--- src/rtl/dmem_responder_pkg.sv ---
// Shared types and constants for the handshaked data-memory responder.
// Latency: n/a (declarations only).
// Backpressure: n/a (declarations only).
package dmem_responder_pkg;

  localparam int WORD_W = 32;
  localparam int BE_W   = 4;
  localparam int CNT_W  = 4;

  typedef enum logic [1:0] {
    IDLE = 2'd0,
    WAIT = 2'd1,
    RESP = 2'd2
  } state_t;

endpackage

--- src/rtl/dmem_resp_array.sv ---
// Word-wide storage with per-byte write enables; contents are never reset.
// Latency: write commits on the rising edge, read is combinational.
// Backpressure: none, a write is taken whenever wrEn is high.
//   clk    - write clock
//   wrEn   - commit wrData lanes selected by wrBe into word wrIdx
//   rdIdx  - read word index, rdData returns the current (pre-edge) contents
module dmem_resp_array
  import dmem_responder_pkg::*;
#(
  parameter int DEPTH = 64,
  parameter int AW    = $clog2(DEPTH)
) (
  input  logic              clk,
  input  logic              wrEn,
  input  logic [AW-1:0]     wrIdx,
  input  logic [BE_W-1:0]   wrBe,
  input  logic [WORD_W-1:0] wrData,
  input  logic [AW-1:0]     rdIdx,
  output logic [WORD_W-1:0] rdData
);

  logic [WORD_W-1:0] mem [DEPTH];

  always_ff @(posedge clk) begin
    if (wrEn) begin
      for (int i = 0; i < BE_W; i++) begin
        if (wrBe[i]) mem[wrIdx][8*i +: 8] <= wrData[8*i +: 8];
      end
    end
  end

  assign rdData = mem[rdIdx];

endmodule

--- src/rtl/dmem_responder.sv ---
// Single-outstanding load/store responder with a programmable wait before the response.
// Latency: rsp_valid rises in the cycle after accept edge + LATENCY; one request per LATENCY+2 cycles.
// Backpressure: req_ready only in IDLE; the response is held stable until rsp_ready.
//   clk, reset(active-low, async)
//   req_valid/req_ready/req_we/req_addr/req_wdata/req_be - request channel
//   rsp_valid/rsp_ready/rsp_rdata/rsp_err                - response channel
module dmem_responder
  import dmem_responder_pkg::*;
#(
  parameter int          DEPTH     = 64,
  parameter logic [31:0] BASE_ADDR = 32'h0000_0000,
  parameter int          LATENCY   = 2
) (
  input  logic              clk,
  input  logic              reset,
  input  logic              req_valid,
  output logic              req_ready,
  input  logic              req_we,
  input  logic [31:0]       req_addr,
  input  logic [WORD_W-1:0] req_wdata,
  input  logic [BE_W-1:0]   req_be,
  output logic              rsp_valid,
  input  logic              rsp_ready,
  output logic [WORD_W-1:0] rsp_rdata,
  output logic              rsp_err
);

  localparam int          AW   = $clog2(DEPTH);
  localparam logic [31:0] SPAN = 32'(DEPTH * 4);
  // WAIT is entered with LATENCY-1 so that RESP follows exactly LATENCY edges after accept.
  localparam logic [CNT_W-1:0] CNT_INIT = (LATENCY > 0) ? CNT_W'(LATENCY - 1) : '0;

  state_t            state;
  logic [CNT_W-1:0]  cnt;
  logic [31:0]       off;
  logic [AW-1:0]     idx;
  logic              accErr;
  logic              accept;
  logic              wrEn;
  logic [WORD_W-1:0] rdData;

  // Offset wraps modulo 2^32, so addresses below BASE_ADDR land far out of range.
  assign off    = req_addr - BASE_ADDR;
  assign idx    = off[AW+1:2];
  assign accErr = (req_addr[1:0] != 2'b00) || (off >= SPAN);
  assign accept = (state == IDLE) && req_valid;
  assign wrEn   = accept && req_we && !accErr;

  dmem_resp_array #(
    .DEPTH (DEPTH),
    .AW    (AW)
  ) u_array (
    .clk    (clk),
    .wrEn   (wrEn),
    .wrIdx  (idx),
    .wrBe   (req_be),
    .wrData (req_wdata),
    .rdIdx  (idx),
    .rdData (rdData)
  );

  always_ff @(posedge clk or negedge reset) begin
    if (!reset) begin
      state     <= IDLE;
      cnt       <= '0;
      rsp_rdata <= '0;
      rsp_err   <= 1'b0;
    end else begin
      case (state)
        IDLE: begin
          if (req_valid) begin
            rsp_rdata <= (!req_we && !accErr) ? rdData : '0;
            rsp_err   <= accErr;
            cnt       <= CNT_INIT;
            state     <= (LATENCY == 0) ? RESP : WAIT;
          end
        end
        WAIT: begin
          if (cnt == '0) state <= RESP;
          else           cnt   <= cnt - 1'b1;
        end
        RESP: begin
          if (rsp_ready) state <= IDLE;
        end
        default: state <= IDLE;
      endcase
    end
  end

  // Handshake flags come straight from the state register, never from inputs.
  assign req_ready = (state == IDLE);
  assign rsp_valid = (state == RESP);

endmodule

--- config.mk ---
export PLATFORM = sky130hd
export DESIGN_NAME = dmem_responder
export DESIGN_NICKNAME = d
export VERILOG_FILES = /design/src/rtl/dmem_responder_pkg.sv /design/src/rtl/dmem_resp_array.sv /design/src/rtl/dmem_responder.sv
export SDC_FILE = /design/constraint.sdc
export NUM_CORES = 2
export LEC_CHECK = 0
export ABC_AREA = 0
export CAP_MARGIN = 20
export CORE_MARGIN = 8
export CORE_UTILIZATION = 30
export DETAILED_ROUTE_END_ITERATION = 6
export DONT_BUFFER_PORTS = 1
export HOLD_SLACK_MARGIN = 0.08
export REMOVE_ABC_BUFFERS = 1
export SLEW_MARGIN = 40
export SYNTH_ARGS = -nofsm -noshare
export SYNTH_HDL_FRONTEND = slang
export SYNTH_SLANG_ARGS = --single-unit
export TNS_END_PERCENT = 100
--- constraint.sdc ---
create_clock -name clk -period 3.1 [get_ports clk]
set_input_delay 0.93 -clock clk [delete_from_list [all_inputs] [get_ports clk]]
set_output_delay 0.93 -clock clk [all_outputs]
set_load 0.02 [all_outputs]
* Word-level counts from Yosys, hierarchy flattened
Memories as Yosys holds them, arrays and structs flattened. Index checks and enable logic that the tools add are counted.
Storage, ports and cells: register bits after elaboration 39, output and inout bits 35, bits in writable memories 2048, word-level logic and storage cells 47, memories kept 1
Memories:
- u_array.mem | depth 64, bits a word 32, rd ports 1, clocked after Yosys merged registers in 0, wr ports 1, line dmem_resp_array.sv:22 | logic [WORD_W-1:0] mem [DEPTH];
Cells by class: equality and inequality tests 6, reduce and logical (&&, ||, !) cells 14, $add $sub $neg 1, magnitude comparators 1, muxes and demuxes 20
Operators with widths (count):
- greater-or-equal comparator 32 x 9 -> 1 bit (second input constant) | 1
- two-way mux 32 bit | 1
- two-way mux 1 bit | 12
- two-way mux 4 bit | 2
- case mux 4 bit (2 select lines) | 1
- two-way mux 2 bit | 3
- != test 2 bit (second input constant) | 3
- case mux 2 bit (3 select lines) | 1
- AND reduction 3 bit | 2
- logical AND 1 bit | 4
- logical NOT 4 bit | 1
- nonzero test 2 bit | 2
- subtractor 4 x 1 -> 4 bit (second input constant) | 1
- == test 2 x 1 -> 1 bit (second input constant) | 1
- == test 2 bit (second input constant) | 1
- logical NOT 1 bit | 2
- logical NOT 2 bit | 1
- != test 2 x 1 -> 1 bit (second input constant) | 1
- AND reduction 2 bit | 1
- logical OR 1 bit | 1

* Longest topological paths before layout
depth after elaboration 6, mapped depth 11

* Modules after synthesis
A second synthesis with hierarchy kept.
Second synthesis, totals: cells, all modules 3663, area, all modules 80767.5 µm²
Modules (own cells, without submodules):
- dmem_resp_array | area each 79130.9 µm², sequential area each 61499.0 µm², cells each 3544, times used 1
- dmem_responder | area each 1636.6 µm², sequential area each 975.9 µm², cells each 119, times used 1

* Worst setup path after synthesis
OpenSTA, ideal clock, no wires.
kind input -> register, start input req_addr[24], end memory u_array.mem[10][0], enable pin, buffers on the path 2, arrival 3050 ps, library setup time 370 ps, setup slack -320 ps, required time 2730 ps, stages on the path 8, path through or4_4 -> or3_4 -> nor3_1 -> and2_1 -> clkbuf_1 -> nand2_1 -> clkbuf_1 -> nor2_1
On the way: cells in the longest elaborated chain, start to end 6
Ends and longest elaborated chain:
- from (decl) | line dmem_responder.sv:19 | input logic [31:0] req_addr,
- greater-or-equal comparator 32 x 9 -> 1 bit | line dmem_responder.sv:45 | assign accErr = (req_addr[1:0] != 2'b00) || (off >= SPAN);
- logical OR 1 bit | line dmem_responder.sv:45
- logical NOT 1 bit | line dmem_responder.sv:47 | assign wrEn = accept && req_we && !accErr;
- logical AND 1 bit | line dmem_responder.sv:47
- two-way mux 1 bit | line dmem_resp_array.sv:25 | if (wrEn) begin
- two-way mux 1 bit (implied by the code) | line dmem_resp_array.sv:27 | if (wrBe[i]) mem[wrIdx][8*i +: 8] <= wrData[8*i +: 8];
- to (decl) | line dmem_resp_array.sv:22
Every way passes these cells.

* Final worst setup path
start input req_addr[2], end register rsp_rdata[17]
On the way: cells in the longest elaborated chain, start to end 5, elaborated cells on any way between the ends 6
Ends and longest elaborated chain:
- greater-or-equal comparator 32 x 9 -> 1 bit | line dmem_responder.sv:45
- logical OR 1 bit | line dmem_responder.sv:45
- logical NOT 1 bit | line dmem_responder.sv:72 | rsp_rdata <= (!req_we && !accErr) ? rdData : '0;
- logical AND 1 bit | line dmem_responder.sv:72
- two-way mux 32 bit (*) | line dmem_responder.sv:72
- to (signal assigned) | line dmem_responder.sv:72
- to (decl) | line dmem_responder.sv:24 | output logic [WORD_W-1:0] rsp_rdata,
Every way passes the cells marked *; elsewhere a longest branch is shown, timed or not. A chain may end at the register's enable or synchronous reset.

==> run summary <==
Most frequent cells in the layout -> edfxtp_1, buf_4, nor2_1
Commonest non-fill, non-tap cell in the layout -> edfxtp_1
Final HPWL from detailed placement -> 171 mm
CTS tree -> yes
RSZ-0062 raised after global routing -> false
Worst-path maximum fanout -> 25
Vias/cell -> 5.45
Die area -> 0.286 mm^2
Synth Area in Adders -> 0.000310
Yosys cell types -> 73
Multiplexer area fraction after synthesis -> 0.109
CTS Buf Count -> 197
XOR/XNOR Fraction of Synth Area -> 0.000217
Initial Util -> 0.301
Synth Cell Area -> 0.0807 mm^2
Number of global-route vias before repair -> 45807
Core Region -> 0.268 mm^2
Post-route worst setup slack -> 0.0150 ns
GR Util met2 -> 0.271
Antenna violations before repair -> 15
Area grow syn2layout -> 20.6%
YS warnings -> 0
Ys async rst share -> 0.0187
Routed len/inst -> 31.1 um
Commonest register cell after synthesis -> edfxtp_1
Clk slew on worst S/H paths -> 0.06 ns
Cell Rows -> 190
Hold Fails Final Rpt -> 0
Slew Viols, Final -> 0
RePlAce Congestion -> 0.910
GRT Overall Usage -> 0.179
Worst Hold Class -> in2reg
Ratio of cells with drive above 1 in the final layout -> 0.278
Htree depth -> 4
Syn Area/Cell -> 18.5 um^2
Simple-Gate Fraction of Synth Area -> 0.0357
DRC violations left -> 1
Largest family of logic cells by synthesized area -> multiplexers
Max Clk Rate -> 0.324 GHz
Failing checks -> design-rule violations
Post-synthesis sequential area ratio -> 0.774
Max stage delay cell, worst path -> or3_1
Global Route met3 Usage -> 0.0587
Final Setup Violations -> 0
Reg area -> 0.0625 mm^2
First-pass GRT wire length -> 365 mm
Setup WS pre-CTS -> -0.793 ns
Crit-path cells -> buf_16 > buf_16 > buf_16 > inv_4 > buf_12 > buf_12 > buf_12 > nand2_2 > buf_4 > o22ai_1 > buf_4 > or3_1 > a211oi_1 > a22o_1
Largest net degree at the start of global routing -> 421
Worst vdd ir -> 0.000566 V
Type of origin of the critical path -> primary input
Grt total ovfl -> 0
TritonRoute pass-1 iters -> 7
CP Class -> in2reg
Worst path max stage delay -> 0.34 ns
Routed wire length -> 272 mm
Area of the multi-input gates -> 0.0170 mm^2
Layout fillers -> 24902
GRT busiest layer -> met2
Ports -> 108
Crit path arrival time -> 3.84 ns
Crit. End Element -> register
Worst slew pin tran -> 1.18 ns
Root Driver -> clkbuf_16
Nets -> 5109
Die height -> 535 um
Status -> finished with violations
Drt initial violations -> 7471
P_leak -> 0.0314 uW
Register bit count reported by yosys -> 2087
Compound-Gate Fraction of Synth Area -> 0.0640
Pwr Total -> 57700 uW
Slew HR -> 0.214
Synth Instances -> 4356
Max-cap violations -> 0
CTS max path bufs -> 3
Remaining antenna violation count -> 0
GR Util met1 -> 0.243
Clk sinks -> 2087
Core Util, Final -> 0.363
Worst Path Required -> 3.85 ns
Routed vias -> 47699
Post-synth EDFFs -> 2048
Final Cycle Share -> 0.995
Latest clock arrival within the worst-skew pair -> 0.88 ns
Clock skew -> 0.0689 ns
Post-layout min period -> 3.09 ns
# port buffers -> 0
Final setup TNS -> 0 ns
Die width -> 535 um
Power Density -> 593 mW/mm^2
routing by layer:
metal	wire (um)	share of wire
met3	35300	0.13
met2	121000	0.44
met1	106000	0.39
met5	29	0.00011
met4	10300	0.038
cell families (layout without fill, tap and decap cells):
kind of cell | Yosys count | after routing
flip-flops | 2087 | 2087
AO/OA/AOI/OAI | 739 | 739
XOR/XNOR | 2 | 2
other | 0 | 11
AND/OR/NAND/NOR | 689 | 689
adder cells (fa/ha/maj) | 2 | 2
multiplexers | 548 | 548
buffers and inverters | 289 | 1130
power breakdown:
part / total (uW) / leakage, uW / switching, uW / internal [uW]
Clock: 23800 / 0.00305 / 10800 / 13000
Combinational: 2920 / 0.00939 / 1750 / 1170
Sequential: 31000 / 0.0189 / 27.5 / 31000
Total: 57700 / 0.0314 / 12600 / 45100
registers in the layout (all words and copies together) (netlist names):
name and count:
state 2, rsp_rdata 32, rsp_err 1, cnt 4, u_array.mem 2048
layout make-up:
class,instances,share of cell area
clock inverters,110,0.0114
inverters,7,0.000334
clock buffers,252,0.0532
diodes,11,0.000283
flip-flops and latches,2087,0.642
repair buffers,761,0.0720
well taps,3552,0.0457
multi-input cells,1980,0.175
path summary, 6_finish.rpt:
path | startpoint | to | slack [ns] | depth (start not counted)
max reg2reg | state[0] | u_array.mem[25][8] | 0.23 | 9
max in group asynchronous | reset | rsp_rdata[13] | 1.94 | 2
min in group asynchronous | reset | rsp_rdata[2] | 0.84 | 2
min | req_wdata[9] | u_array.mem[50][9] | 0.18 | 0
min reg2reg | cnt[0] | cnt[0] | 0.51 | 1
max | req_addr[2] | rsp_rdata[17] | 0.01 | 14
cells in the mapped netlist, drive strengths merged (6+ instances only):
library cell / number / area (um^2)
edfxtp: 2048 / 61500
nor2: 352 / 1320
mux4: 254 / 5720
nand2: 234 / 878
o22ai: 230 / 1440
mux2i: 173 / 1730
buf: 145 / 772
clkbuf: 137 / 514
mux2: 121 / 1360
o221ai: 88 / 771
o21ai: 86 / 430
a21oi: 78 / 390
a22oi: 59 / 443
dfrtp: 39 / 976
a221oi: 24 / 210
a211oi: 22 / 165
a32o: 17 / 170
a31oi: 14 / 87.6
nor3: 14 / 70.1
nor4: 14 / 103
a2111oi: 13 / 114
a22o: 13 / 114
o22a: 13 / 114
o31ai: 13 / 103
o211ai: 11 / 82.6
a2bb2oi: 10 / 87.6
nand3: 10 / 50.1
nor2b: 9 / 56.3
a221o: 8 / 80.1
and2: 8 / 50.1
nand2b: 8 / 50.1
or3: 8 / 55.1
and3: 7 / 43.8
inv: 7 / 26.3
o32ai: 7 / 61.3
a222oi: 6 / 60.1
through the flow:
stage | instances | area (um^2) | hold WS, ns
final | 8760 | 97300 | 0.175
after global routing | 8750 | 97300 | 0.131
after CTS | 8731 | 96800 | 0.120
after detailed placement | 8367 | 90400 | 0.493
after global placement | 8367 | 90400 | 0.488
after floorplan | 4074 | 79400 | 0.463
timing repair:
item / in CTS / in global routing
setup buffers: 0 / 0
setup endpoints to repair: 0 / 32
hold buffers: 2 / 0
gates resized for setup: 0 / 6
hold endpoints to repair: 39 / 0
critical path: cells and delay by family:
kind / cells / cell delay [ns]
compound gates: 3 / 0.55
buf+inv: 9 / 1.62
simple gates: 2 / 0.61
(Power assumes the default switching activity.)
